$ cat config.mk
export PLATFORM = sky130hd
export DESIGN_NAME = risc_controller
export DESIGN_NICKNAME = d
export VERILOG_FILES = /design/src/rtl/risc_ctrl_pkg.sv /design/src/rtl/risc_controller.sv
export SDC_FILE = /design/constraint.sdc
export NUM_CORES = 1
export LEC_CHECK = 0
export BUFFER_PORTS_ARGS = -buffer_cell sky130_fd_sc_hd__buf_2
export CAP_MARGIN = 20
export CORE_AREA = 2 2 39 41
export CTS_BUF_LIST = sky130_fd_sc_hd__clkbuf_4
export CTS_CLUSTER_DIAMETER = 200
export CTS_CLUSTER_SIZE = 40
export DETAILED_ROUTE_END_ITERATION = 12
export DIE_AREA = 0 0 41 43
export GPL_TIMING_DRIVEN = 0
export PLACE_DENSITY_LB_ADDON = 0.2
export REMOVE_ABC_BUFFERS = 1
export SYNTH_ARGS = -nofsm -noshare
export SYNTH_HDL_FRONTEND = slang
export SYNTH_SLANG_ARGS = --single-unit
export TNS_END_PERCENT = 5
$ cat constraint.sdc
create_clock -name clk -period 2.4 [get_ports clk]
set_input_delay 0.36 -clock clk [delete_from_list [all_inputs] [get_ports clk]]
set_output_delay 0.36 -clock clk [all_outputs]
set_load 0.01 [all_outputs]
$ cat src/rtl/risc_ctrl_pkg.sv
// Shared types and encodings for the RISC instruction-sequencing controller.
package risc_ctrl_pkg;

  typedef enum logic [3:0] {
    StWait,
    StLoadIr,
    StDecode,
    StGetA,
    StGetB,
    StExec,
    StWriteReg,
    StWriteImm,
    StHalt,
    StIllegal
  } state_e;

  // Instruction class latched in DECODE so EXEC can stay a pure function of registered state.
  typedef enum logic [1:0] {
    KindOther,
    KindMovReg,
    KindCmp
  } kind_e;

  localparam logic [2:0] OPC_MOV  = 3'b110;
  localparam logic [2:0] OPC_ALU  = 3'b101;
  localparam logic [2:0] OPC_HALT = 3'b111;

  localparam logic [1:0] OP_MOV_REG = 2'b00;
  localparam logic [1:0] OP_MOV_IMM = 2'b10;
  localparam logic [1:0] OP_ADD     = 2'b00;
  localparam logic [1:0] OP_CMP     = 2'b01;
  localparam logic [1:0] OP_AND     = 2'b10;
  localparam logic [1:0] OP_MVN     = 2'b11;

  localparam logic [2:0] NSEL_NONE = 3'b000;
  localparam logic [2:0] NSEL_RN   = 3'b001;
  localparam logic [2:0] NSEL_RD   = 3'b010;
  localparam logic [2:0] NSEL_RM   = 3'b100;

  localparam logic [1:0] VSEL_C     = 2'b00;
  localparam logic [1:0] VSEL_IMM   = 2'b01;
  localparam logic [1:0] VSEL_MDATA = 2'b10;
  localparam logic [1:0] VSEL_RSVD  = 2'b11;

endpackage

$ cat src/rtl/risc_controller.sv
// Moore sequencer for the simple RISC datapath: fetch, decode and per-instruction
// register-load/write sequencing, with HALT and illegal-instruction handling.
module risc_controller
  import risc_ctrl_pkg::*;
#(
  parameter bit ENABLE_HALT = 1'b1
) (
  input  logic       clk,
  input  logic       reset_n,
  input  logic       s,
  input  logic [2:0] opcode,
  input  logic [1:0] op,
  output logic       w,
  output logic       loadir,
  output logic [2:0] nsel,
  output logic [1:0] vsel,
  output logic       loada,
  output logic       loadb,
  output logic       loadc,
  output logic       loads,
  output logic       asel,
  output logic       bsel,
  output logic       write,
  output logic       halted,
  output logic       illegal
);

  state_e r_state, w_state_next;
  kind_e  r_kind, w_kind_next;

  always_ff @(posedge clk or negedge reset_n) begin
    if (!reset_n) begin
      r_state <= StWait;
      r_kind  <= KindOther;
    end else begin
      r_state <= w_state_next;
      r_kind  <= w_kind_next;
    end
  end

  always_comb begin
    w_state_next = r_state;
    w_kind_next  = r_kind;
    case (r_state)
      StWait:     if (s) w_state_next = StLoadIr;
      StLoadIr:   w_state_next = StDecode;
      StDecode: begin
        w_kind_next = KindOther;
        if (opcode == OPC_MOV && op == OP_MOV_IMM) begin
          w_state_next = StWriteImm;
        end else if (opcode == OPC_MOV && op == OP_MOV_REG) begin
          w_state_next = StGetB;
          w_kind_next  = KindMovReg;
        end else if (opcode == OPC_ALU && op == OP_MVN) begin
          w_state_next = StGetB;
        end else if (opcode == OPC_ALU) begin
          w_state_next = StGetA;
          if (op == OP_CMP) w_kind_next = KindCmp;
        end else if (opcode == OPC_HALT && ENABLE_HALT) begin
          w_state_next = StHalt;
        end else begin
          w_state_next = StIllegal;
        end
      end
      StGetA:     w_state_next = StGetB;
      StGetB:     w_state_next = StExec;
      StExec:     w_state_next = (r_kind == KindCmp) ? StWait : StWriteReg;
      StWriteReg: w_state_next = StWait;
      StWriteImm: w_state_next = StWait;
      StHalt:     w_state_next = StHalt;
      StIllegal:  w_state_next = StWait;
      default:    w_state_next = StWait;
    endcase
  end

  always_comb begin
    w       = 1'b0;
    loadir  = 1'b0;
    nsel    = NSEL_NONE;
    vsel    = VSEL_C;
    loada   = 1'b0;
    loadb   = 1'b0;
    loadc   = 1'b0;
    loads   = 1'b0;
    asel    = 1'b0;
    bsel    = 1'b0;
    write   = 1'b0;
    halted  = 1'b0;
    illegal = 1'b0;
    case (r_state)
      StWait:   w = 1'b1;
      StLoadIr: loadir = 1'b1;
      StGetA: begin
        nsel  = NSEL_RN;
        loada = 1'b1;
      end
      StGetB: begin
        nsel  = NSEL_RM;
        loadb = 1'b1;
      end
      StExec: begin
        // MOV reg passes Rm through the ALU by forcing the A operand to zero.
        asel  = (r_kind == KindMovReg);
        loadc = (r_kind != KindCmp);
        loads = (r_kind == KindCmp);
      end
      StWriteReg: begin
        nsel  = NSEL_RD;
        vsel  = VSEL_C;
        write = 1'b1;
      end
      StWriteImm: begin
        nsel  = NSEL_RN;
        vsel  = VSEL_IMM;
        write = 1'b1;
      end
      StHalt:    halted = 1'b1;
      StIllegal: illegal = 1'b1;
      default:   ;
    endcase
  end

endmodule

**Word level (Yosys, flattened, before mapping)**

Index checks and enable logic that the tools add are counted.

- Register bits: 6
- Output and inout port bits: 16

- Equality and inequality tests: 19
- Multiplexer cells: 25
- Reduce and logical (&&, ||, !) cells: 7

Operators with widths:

| kind | number |
|---|---|
| 4-bit case mux with 7 select lines | 1 |
| 4-bit 2-to-1 mux | 5 |
| 4-bit by 3-bit equality test with 1-bit output, second input constant | 4 |
| 1-bit 2-to-1 mux | 12 |
| 2-bit 2-to-1 mux | 5 |
| 3-bit equality test, second input constant | 3 |
| 3-bit case mux with 3 select lines | 1 |
| 4-bit by 2-bit equality test with 1-bit output, second input constant | 2 |
| 4-bit equality test, second input constant | 2 |
| 2-bit equality test, second input constant | 3 |
| 2-bit by 1-bit equality test with 1-bit output, second input constant | 2 |
| 4-bit by 1-bit equality test with 1-bit output, second input constant | 1 |
| 4-bit logical NOT | 1 |
| 2-bit inequality test, second input constant | 2 |
| 2-bit OR reduction | 2 |
| 1-bit logical AND | 3 |
| 3-bit 2-to-1 mux | 1 |
| 2-bit logical NOT | 1 |

**Logic depth before layout (Yosys ltp)**

- Depth after elaboration: 7
- Depth in mapped cells: 4
- Mapped depth without buffers: 3

**Worst setup path after synthesis**

Ideal clock, no wire load.

- Kind: register to output
- Start point: register r_state[1]
- End point: output port nsel[2]
- Arrival time: 1340 ps
- Path slack: 700 ps
- Cell stages (with the launch flop): 4
- Cells stage by stage: dfrtp_1 > buf_2 > nor4b_1 > buf_4

- Word-level cells in the longest chain between the ends: 3
- Elaborated cells between the ends (all ways): 6

RTL lines:

| element | line | RTL |
|---|---|---|
| from (decl) | risc_controller.sv:28 | `state_e r_state, w_state_next;` |
| from (signal assigned) | risc_controller.sv:33 | `r_state <= StWait;` |
| from (signal assigned) | risc_controller.sv:36 | `r_state <= w_state_next;` |
| 4-bit by 2-bit equality test with 1-bit output or 4-bit by 3-bit equality test with 1-bit output (tied branches) | risc_controller.sv:90 | `case (r_state)` |
| 2-bit OR reduction (no line) | -- |  |
| 3-bit case mux with 3 select lines * | risc_controller.sv:90 |  |
| to (decl) | risc_controller.sv:15 | `output logic [2:0] nsel,` |

Every way passes the cells marked *; elsewhere a longest branch is shown, timed or not.

**Final worst setup path**

- Start point: register r_state[1]
- End point: output port asel

- Word-level cells in the longest chain between the ends: 2

RTL lines:

| element | line | RTL |
|---|---|---|
| 4-bit by 3-bit equality test with 1-bit output | risc_controller.sv:90 |  |
| 1-bit 2-to-1 mux | risc_controller.sv:90 |  |
| to (decl) | risc_controller.sv:21 | `output logic asel,` |

Every way passes these cells.

==> flow_metrics.env <==
export IMPL_synth_top_flop_cell="dfrtp_1"
export IMPL_syn_cell_area_um2=527
export IMPL_wl_per_cell_um=12.0
export IMPL_tns_ns=0
export IMPL_max_freq_mhz=470
export IMPL_netlist_top_cells_count="dfrtp_1 (6), nand2_1 (5), buf_4 (4)"
export IMPL_ant_nets=0
export IMPL_drc_errors=0
export IMPL_powerDensity_nw_per_um2=1040
export IMPL_routed_wl_mm=1.14
export IMPL_grt_pass1_vias=451
export IMPL_die_w_um=41
export IMPL_antenna_found_initial=0
export IMPL_viasPerCell=5.35
export IMPL_cts_htree_levels=1
export IMPL_dieArea_um2=1760
export IMPL_finalSetupViolCount=0
export IMPL_synth_edf_count=0
export IMPL_layout_setup_ws_ns=0.270
export IMPL_drt_pass1_iter_count=4
export IMPL_critPathCaptureType="primary output"
export IMPL_finalCritPeriodShare_pct=88.7
export IMPL_min_period_ns=2.13
export IMPL_postSynthAreaPerCell_um2=8.78
export IMPL_peakVddDrop_mv=0.373
export IMPL_finalHoldViolCount=0
export IMPL_crit_path_cell_trace="nand2b_1 > or3b_4 > nor3b_2 > buf_2"
export IMPL_clk_latency_ns=0.24
export IMPL_hp_class="input port to flip-flop"
export IMPL_place_area_um2=611
export IMPL_ys_ff_latch=6
export IMPL_worstSetupPathType="flip-flop to primary output"
export IMPL_ioPinCount=24
export IMPL_die_h_um=43
export IMPL_place_ws_ns=0.529
export IMPL_area_growth_syn_to_layout_pct=22.1
export IMPL_stdcell_area_um2=643
export IMPL_drive_gt1_share_pct=38.0
export IMPL_yosysWarnings=0
export IMPL_num_rows=14
export IMPL_routabilityCongestion=0.672
export IMPL_grt_max_degree=16
export IMPL_p_leak_nw=0.313
export IMPL_cts_max_path_buffers=2
export IMPL_grt_pass1_wl_mm=1.95
export IMPL_cts_root_buffer="clkbuf_4"
export IMPL_fin_nets=89
export IMPL_ys_top_cells_by_area="dfrtp_1 (29%), buf_4 (5.7%), nor3b_2 (4.8%)"
export IMPL_nFillCells=148
export IMPL_cts_made_buffers=3
export IMPL_drv_slew=0
export IMPL_startpoint_type="flip-flop"
export IMPL_grtUsageTotal_pct=16.0
export IMPL_async_reset_ff_share_pct=100
export IMPL_synthCells=60
export IMPL_post_cts_buffers=0
export IMPL_path_clk_slew_ns=0.04
export IMPL_dpl_hpwl_um=851
export IMPL_critPathSlowestCell="dfrtp_1"
export IMPL_drtIter0Drc=7
export IMPL_fin_worst_skew_ns=0.00182
export IMPL_yosysSeqAreaShare_pct=28.5
export IMPL_status="finished, final reports clean"
export IMPL_cts_tree="built"
export IMPL_cpPeakStageDelay_ns=0.51
export IMPL_worstPathRequired_ns=2.04
export IMPL_start_util_pct=38.1
export IMPL_yosysMostFrequentCell="dfrtp_1"
export IMPL_power_w=0.000669
export IMPL_clock_sinks=6
export IMPL_rsz0062_at_grt="no"
export IMPL_yosysTopAreaCellShare_pct=28.5
export IMPL_worstPathArrival_ns=1.77
export IMPL_synthDistinctLibCells=33
export IMPL_max_cap_viol_count=0
export IMPL_core_area_um2=1380
export IMPL_insertedDiodeCount=0
export IMPL_io_buffers=21
export IMPL_cp_max_fo=14
export IMPL_num_vias=508
export IMPL_yosys_area_top_type="dfrtp_1"
export IMPL_grt_overflow=0
## cell type report
type / count / area (um2) / share of cell area [%]
multi-input cells: 48 / 335 / 52.1
well taps: 16 / 20.0 / 3.11
repair buffers: 22 / 115 / 17.9
flip-flops and latches: 6 / 150 / 23.3
clock buffers: 3 / 22.5 / 3.50
## sequential cells by signal (all words and copies together), names as in the netlist
register and cells:
r_kind 2, r_state 4
## cell usage in the layout (no fill, tap or decap), types with 2 or more instances in the layout
master and instances:
nor3_1 3, buf_2 21, o21ai_1 3, nand4b_1 2
clkbuf_4 3, nand2b_1 2, nand2_1 5, nor3b_2 2
o21ai_0 2, and3b_1 2, dfrtp_1 6, nor2b_1 2
a31oi_1 2, nor2_1 3, conb_1 2
## worst max-delay path, delay by kind of cell (launching register included)
family | cells | cell delay [ns]
buffers and inverters | 1 | 0.14
flip-flops | 1 | 0.51
AND/OR/NAND/NOR | 3 | 0.86
## kinds of logic (layout without fill, tap and decap cells)
group	after synthesis	after routing	share of synthesized area [%]
AO/OA/AOI/OAI	14	14	18.3
buffers and inverters	7	25	8.55
flip-flops	6	6	28.5
other	1	2	0.712
AND/OR/NAND/NOR	32	32	43.9
## report_power, final
part | internal [W] | leakage, nW | switching, W
combinational | 0.000170 | 0.219 | 0.000141
sequential | 0.000142 | 0.0798 | 0.000123
clock | 0.0000566 | 0.0138 | 0.0000370
total | 0.000368 | 0.313 | 0.000301
## path summary, 6_finish.rpt
path	depth (start not counted)	slack [ns]	from	endpoint
worst max-delay path	4	0.27	r_state[1]	asel
worst min-delay path	3	0.42	opcode[2]	r_kind[0]
worst max register to register	3	1.02	r_state[3]	r_kind[1]
worst min register to register	2	0.55	r_kind[0]	r_kind[0]
max in group asynchronous	2	1.79	reset_n	r_state[1]
min in group asynchronous	2	0.47	reset_n	r_state[2]
## stage by stage
| step | instances | hold WS (ns) | utilization (%) |
|---|---|---|---|
| 6_report | 95 | 0.418 | 46.5 |
| 5_1_grt | 95 | 0.422 | 46.5 |
| 4_1_cts | 95 | 0.410 | 46.5 |
| 3_5_place_dp | 91 | 0.192 | 44.1 |
| 3_3_place_gp | 91 | 0.187 | 44.1 |
| 2_1_floorplan | 54 | 0.0644 | - |
## repair_timing
item / in CTS / in global routing
hold buffers: 1 / 0
gates resized for setup: 0 / 0
hold endpoints to repair: 6 / 0
## routing by layer
layer / wire (um) / track usage, % / vias up
li1: - / - / 262
met3: 77 / 1.57 / 4
met4: 25 / 12.0 / 0
met5: 0 / 0 / -
met2: 517 / 21.3 / 18
met1: 516 / 22.8 / 224
Note: power is estimated with default switching activity, not from simulation.
